**src/rtl/wb_trace_buffer.sv**
```systemverilog
// wb_trace_buffer: captures CPU write-back register-file commits into a FIFO.
// The FIFO is drained through a first-word-fall-through valid/ready port. It
// also keeps commit and drop statistics so that any lost trace entry is visible.
//
// Optional build macro: WB_TRACE_TS_EN adds a free-running 32-bit timestamp
// to every entry. When the macro is undefined, out_ts is tied to 0.
//
// Ports:
//   clk, rst                      clock, synchronous active-high reset
//   wb_pc/wb_rf_wen/wb_rf_addr/
//   wb_rf_wdata                   CPU write-back debug trace
//   out_valid/out_ready           drain handshake (FWFT head entry)
//   out_pc/out_addr/out_wdata/
//   out_ts                        head entry fields (0 while empty)
//   count                         occupancy 0..DEPTH
//   overflow                      sticky: at least one commit dropped
//   commit_cnt                    captured commits, including dropped ones (wraps)
//   drop_cnt                      commits dropped while full (saturates)
module wb_trace_buffer #(
    parameter int unsigned DEPTH  = 16,
    parameter int unsigned ADDR_W = 4
) (
    input  logic              clk,
    input  logic              rst,
    input  logic [31:0]       wb_pc,
    input  logic              wb_rf_wen,
    input  logic [4:0]        wb_rf_addr,
    input  logic [31:0]       wb_rf_wdata,
    output logic              out_valid,
    input  logic              out_ready,
    output logic [31:0]       out_pc,
    output logic [4:0]        out_addr,
    output logic [31:0]       out_wdata,
    output logic [31:0]       out_ts,
    output logic [ADDR_W:0]   count,
    output logic              overflow,
    output logic [31:0]       commit_cnt,
    output logic [15:0]       drop_cnt
);

    localparam int unsigned CNT_W = ADDR_W + 1;

    logic [31:0]       mem_pc    [DEPTH];
    logic [4:0]        mem_addr  [DEPTH];
    logic [31:0]       mem_wdata [DEPTH];
    logic [ADDR_W-1:0] wr_ptr;
    logic [ADDR_W-1:0] rd_ptr;

    logic              capture;
    logic              pop;
    logic              full;
    logic              push_ok;
    logic              drop;
    logic [CNT_W-1:0]  count_next;

    // Writes to $0 and idle cycles are not architecturally visible.
    assign capture = wb_rf_wen && (wb_rf_addr != 5'd0);
    assign pop     = out_valid && out_ready;
    assign full    = (count == CNT_W'(DEPTH));
    // When the FIFO is full, a simultaneous pop frees the slot that this push uses.
    assign push_ok = capture && (!full || pop);
    assign drop    = capture && full && !pop;

    always_comb begin
        count_next = count;
        count_next = count + CNT_W'(push_ok) - CNT_W'(pop);
    end

    // Control state: pointers, occupancy, and statistics.
    always_ff @(posedge clk) begin
        if (rst) begin
            wr_ptr     <= '0;
            rd_ptr     <= '0;
            count      <= '0;
            out_valid  <= 1'b0;
            overflow   <= 1'b0;
            commit_cnt <= '0;
            drop_cnt   <= '0;
        end else begin
            count     <= count_next;
            out_valid <= (count_next != '0);
            if (push_ok) wr_ptr <= wr_ptr + ADDR_W'(1);
            if (pop)     rd_ptr <= rd_ptr + ADDR_W'(1);
            if (capture) commit_cnt <= commit_cnt + 32'd1;
            if (drop) begin
                overflow <= 1'b1;
                if (drop_cnt != 16'hFFFF) drop_cnt <= drop_cnt + 16'd1;
            end
        end
    end

    // Entry storage; the FIFO does not clear it on reset.
    always_ff @(posedge clk) begin
        if (!rst && push_ok) begin
            mem_pc[wr_ptr]    <= wb_pc;
            mem_addr[wr_ptr]  <= wb_rf_addr;
            mem_wdata[wr_ptr] <= wb_rf_wdata;
        end
    end

    assign out_pc    = out_valid ? mem_pc[rd_ptr]    : 32'd0;
    assign out_addr  = out_valid ? mem_addr[rd_ptr]  : 5'd0;
    assign out_wdata = out_valid ? mem_wdata[rd_ptr] : 32'd0;

`ifdef WB_TRACE_TS_EN
    logic [31:0] ts;
    logic [31:0] mem_ts [DEPTH];

    // The timestamp is 0 in the first cycle after reset and wraps freely.
    always_ff @(posedge clk) begin
        if (rst) ts <= '0;
        else     ts <= ts + 32'd1;
    end

    always_ff @(posedge clk) begin
        if (!rst && push_ok) mem_ts[wr_ptr] <= ts;
    end

    assign out_ts = out_valid ? mem_ts[rd_ptr] : 32'd0;
`else
    assign out_ts = 32'd0;
`endif

endmodule
```
**config.mk**
```make
export PLATFORM = sky130hd
export DESIGN_NAME = wb_trace_buffer
export DESIGN_NICKNAME = d
export VERILOG_FILES = /design/src/rtl/wb_trace_buffer.sv
export SDC_FILE = /design/constraint.sdc
export NUM_CORES = 1
export LEC_CHECK = 0
export BUFFER_PORTS_ARGS = -buffer_cell sky130_fd_sc_hd__buf_2
export CAP_MARGIN = 5
export CORE_MARGIN = 2
export CORE_UTILIZATION = 65
export DETAILED_ROUTE_END_ITERATION = 16
export PLACE_DENSITY = 0.9
export SLEW_MARGIN = 20
export SYNTH_ARGS = -nofsm -noshare
export SYNTH_HDL_FRONTEND = slang
export SYNTH_SLANG_ARGS = --single-unit
```
**constraint.sdc**
```tcl
create_clock -name clk -period 8.3 [get_ports clk]
set_clock_uncertainty 0.15 [all_clocks]
set_input_delay 0.83 -clock clk [delete_from_list [all_inputs] [get_ports clk]]
set_output_delay 0.83 -clock clk [all_outputs]
set_load 0.02 [all_outputs]
```
* Yosys cells after proc, flatten, opt, wreduce, memory -nomap -nowiden
Memories as Yosys holds them, arrays and structs flattened. A register that Yosys moved wholly into a read port is not among the register bits. Index checks and enable logic that the tools add are counted.
Operators by class: bitwise logic cells 0, multiplexer cells 11, div/mod/pow operators 0, shifts and indexed selects 0, $mul 0, magnitude comparators 0, reduce and logical (&&, ||, !) cells 13, add/sub/neg operators 6, equality and inequality tests 2
Operators with widths (count):
- $mux W32 | 2
- $add A32 B1 Y32 const B | 1
- $mux W4 | 6
- $add A16 B1 Y16 const B | 1
- $ne A16 B16 Y1 const B | 1
- $reduce_bool A5 Y1 | 2
- $add A4 B1 Y4 const B | 2
- $logic_and A1 B1 Y1 | 6
- $add A5 B1 Y5 | 1
- $eq A5 B5 Y1 const B | 1
- $mux W5 | 1
- $sub A5 B1 Y5 | 1
- $logic_not A1 Y1 | 3
- $mux W1 | 2
- $reduce_and A2 Y1 | 1
- $logic_or A1 B1 Y1 | 1
Word-level totals: word-level logic and storage cells 42, latch bits 0, memories kept 3, input port bits 73, register bits after elaboration 63, ROM bits 0, RAM bits 1104
Memories:
- mem_pc | words 16, width 32, read ports 1, clocked after Yosys merged registers in 1, wr ports 1, line 43 | logic [31:0] mem_pc [DEPTH];
- mem_wdata | words 16, width 32, read ports 1, clocked after Yosys merged registers in 1, wr ports 1, line 45 | logic [31:0] mem_wdata [DEPTH];
- mem_addr | words 16, width 5, read ports 1, clocked after Yosys merged registers in 1, wr ports 1, line 44 | logic [4:0] mem_addr [DEPTH];

* Logic depth before layout (Yosys ltp)
depth after elaboration 7, mapped depth 13, mapped depth without buffers 13

* Worst setup path after synthesis
OpenSTA, ideal clock, no wires.
path kind input to register, start input port out_ready, end memory mem_addr[12][0] (enable), stages on the path 5, data required time 7.653 ns, path slack 3.183 ns, arrival 4.470 ns, setup time 0.497 ns, path through nand2_1 > and4_1 > nor2_1 > nand2_1 > nor2_1
Between the ends: word-level cells in the longest chain between the ends 6
RTL lines:
- start: declaration | line 30 | input logic out_ready,
- $logic_and A1 B1 Y1 | line 58 | assign pop = out_valid && out_ready;
- $logic_or A1 B1 Y1 | line 61 | assign push_ok = capture && (!full || pop);
- $logic_and A1 B1 Y1 | line 61
- $logic_and A1 B1 Y1 | line 94 | if (!rst && push_ok) begin
- $mux W1 | line 94
- $mux W1 (not written as such) | line 96 | mem_addr[wr_ptr] <= wb_rf_addr;
- end: declaration | line 44
No other way between the ends.

==> run_results.csv <==
group,metric,value,unit
run_status,status,"finished clean",
final_layout,multi_input_area,10100,um2
setup_path,cp_max_fo,69,
setup_path,critical_path.max_stage_delay,1.02,ns
routing,wirelength,117000,um
setup_path,crit_type,"reg2out",
floorplanning,core_area,68600,um2
yosys,ys_async_sr_fraction,0,
final_layout,syn_to_final_growth,12.6,%
sta,maxSlewHeadroom,0.239,
clocking,tritoncts,"yes",
yosys,synth_top_area_cell,"edfxtp_1",
sta,slew_viol_final,0,
worst_hold_path,hold_class,"reg2reg",
setup_path,cp-end-kind,"primary output",
clocking,clock_latency,0.67,ns
yosys,synth_adder_area_share,0.00378,
sta,setup_viol,0,
routing,vias,23800,
run,max-cap-violations,0,
setup_path,cp.buffers_inverters,2,
final_layout,drive_gt1_frac,0.287,
yosys,post-synth-top-count-cell,"edfxtp_1",
placement,place.gp.congestion,0.819,
placement,dp_hpwl,55000,um
sta,hold-worst-slack,0.378,ns
clocking,cts_inserted_buffers,109,
routing,wire_per_inst,34.9,um
floorplanning,fp-row-count,96,
power,p_leak,15.8,nW
placement,port_buffers,196,
floorplanning,die_w,267,um
yosys,yosys.area_share.simple,0.0223,
sta,hold_violations,0,
sta,tns,0,ns
routing,vias_per_cell,7.06,
global_routing,grt_pass1_vias,24300,
yosys,ys_ff_latch,1171,
setup_path,cp_data_arrival_time,4.13,ns
routing,drc,0,
yosys,synth_edf_count,1104,
yosys,synth.distinct_cells,46,
yosys,synth_warnings,0,
placement,place_area,47000,um2
floorplanning,fp.dieArea,71400,um2
clocking,path_clk_slew,0.07,ns
final_layout,finalInstanceArea,50700,um2
global_routing,grt.total_usage,0.334,
sta,min_period_over_period,0.616,
yosys,synth_mux_area_frac,0.169,
clocking,clock-sinks,1171,
clocking,htreeDepth,3,
global_routing,antenna_found_initial,17,
routing,antenna_left,0,
yosys,synth_xor_xnor_area_share,0.00875,
setup_path,crit_path_cell_trace,"buf_4, mux4_2, mux2i_1, o22ai_1, buf_2",
global_routing,globalRouteOverflowTotal,0,
power,power.density,265,nW/um2
setup_path,crit_path_top_delay_cell,"dfxtp_4",
yosys,ys_seq_area_frac,0.766,
power,peakVddDrop,0.169,mV
final_layout,utilization,0.739,
yosys,synthCells,2089,
sta,min_period,5.11,ns
setup_path,start_kind,"flop",
sta,rsz0062_at_grt,"false",
global_routing,grt_pass1_wl,169000,um
yosys,synth_top_area_frac,0.736,
clocking,post-cts-setup-buffers,0,
setup_path,cp_data_required_time,7.32,ns
sta,tightestPinTransition,1.14,ns
floorplanning,chipHeight,267,um
yosys,synth_top_family_by_area,"multiplexers",
floorplanning,io_pins,229,
final_layout,seq_area,34500,um2
routing,drtIter0Drc,3841,
yosys,synth_common_cells,"edfxtp_1 (1104), mux4_2 (276), mux2i_1 (139), nor2_1 (77), o22ai_1 (69)",
final_layout,final_nets,2410,
clocking,cts_max_path_buffers,3,
sta,fmax,0.196,GHz
yosys,synthFlopType,"edfxtp_1",
floorplanning,start_util,0.656,
final_layout,fillers,3455,
clocking,cts_hold_buffers,0,
yosys,synth_area,45000,um2
clocking,root_buffer,"clkbuf_16",
global_routing,grt_start_max_net_pins,123,
yosys,synthTopCellsByArea,"edfxtp_1 (74%), mux4_2 (14%), mux2i_1 (3.1%)",
routing,first_pass_iters,5,
yosys,avgSynthCellArea,21.6,um2
setup_path,cp_top_family,"buffers and inverters",
clocking,cts-resized-gates,0,
yosys,synth_compound_area_frac,0.0138,
final cells by class:
| type | count | share of cell area |
|---|---|---|
| diodes | 14 | 0.000691 |
| clock buffers | 132 | 0.0572 |
| clock inverters | 75 | 0.0127 |
| inverters | 9 | 0.000666 |
| multi-input cells | 804 | 0.199 |
| flip-flops and latches | 1171 | 0.681 |
| well taps | 931 | 0.0230 |
| repair buffers | 229 | 0.0263 |
per-layer routing:
metal | up-vias | global-route usage | part of all wire
met5 | - | 0 | 0.00069
met4 | 12 | 0.151 | 0.040
met3 | 313 | 0.0676 | 0.11
met2 | 2136 | 0.544 | 0.51
met1 | 12200 | 0.444 | 0.34
li1 | 9127 | - | -
where the power goes:
group,leakage [nW],internal (mW),switching (mW)
combinational,3.56,0.720,1.02
clock,1.73,2.80,2.25
sequential,10.5,6.55,0.0883
final timing paths:
check             slack (ns)                   endpoint                 startpoint  cells past startpoint
setup / recovery        3.19                out_addr[1]                       flop                      5
hold / removal          0.38  drop_cnt[14]$_SDFFE_PP0P_  drop_cnt[14]$_SDFFE_PP0P_                      2
setup reg to reg        4.05     mem_pc[8][8]$_DFFE_PP_       out_valid$_SDFF_PP0_                      6
hold reg to reg         0.38  drop_cnt[14]$_SDFFE_PP0P_  drop_cnt[14]$_SDFFE_PP0P_                      2
worst min-delay path: stages, from the launching register on:
cell and delay, ns:
dfxtp_1 0.34, o21ai_0 0.08, a21oi_1 0.06
layout by cell type (no fill, tap or decap), drive strengths merged, types with 16 or more instances in the layout:
cell,instances
edfxtp,1104
mux4,276
buf,229
mux2i,139
clkbuf,132
nor2,77
o22ai,69
dfxtp,67
clkinv,55
nand2,33
conb,32
xnor2,26
xor2,19
a21oi,17
nand4,16
registers in the layout, indices dropped and copies added (netlist names), named ones only:
name	flops
count	5
mem_pc	512
mem_addr	80
rd_ptr	4
commit_cnt	32
wr_ptr	4
mem_wdata	512
drop_cnt	16
out_valid	1
overflow	1
metrics by stage:
step / power, mW / setup slack, ns / instances
after floorplan: 7.91 / 3.18 / 2120
after global placement: 8.34 / 3.69 / 3141
after detailed placement: 8.43 / 3.40 / 3141
after CTS: 13.4 / 3.28 / 3348
after global routing: 13.7 / 3.13 / 3361
final: 13.4 / 3.19 / 3365
cell families after synthesis:
logic type               after synthesis
AO/OA/AOI/OAI                        102
XOR/XNOR                              45
AND/OR/NAND/NOR                      195
multiplexers                         417
adder cells (fa/ha/maj)               13
other                                  1
flip-flops                          1171
buffers and inverters                145
Note: power is estimated with default switching activity, not from simulation.
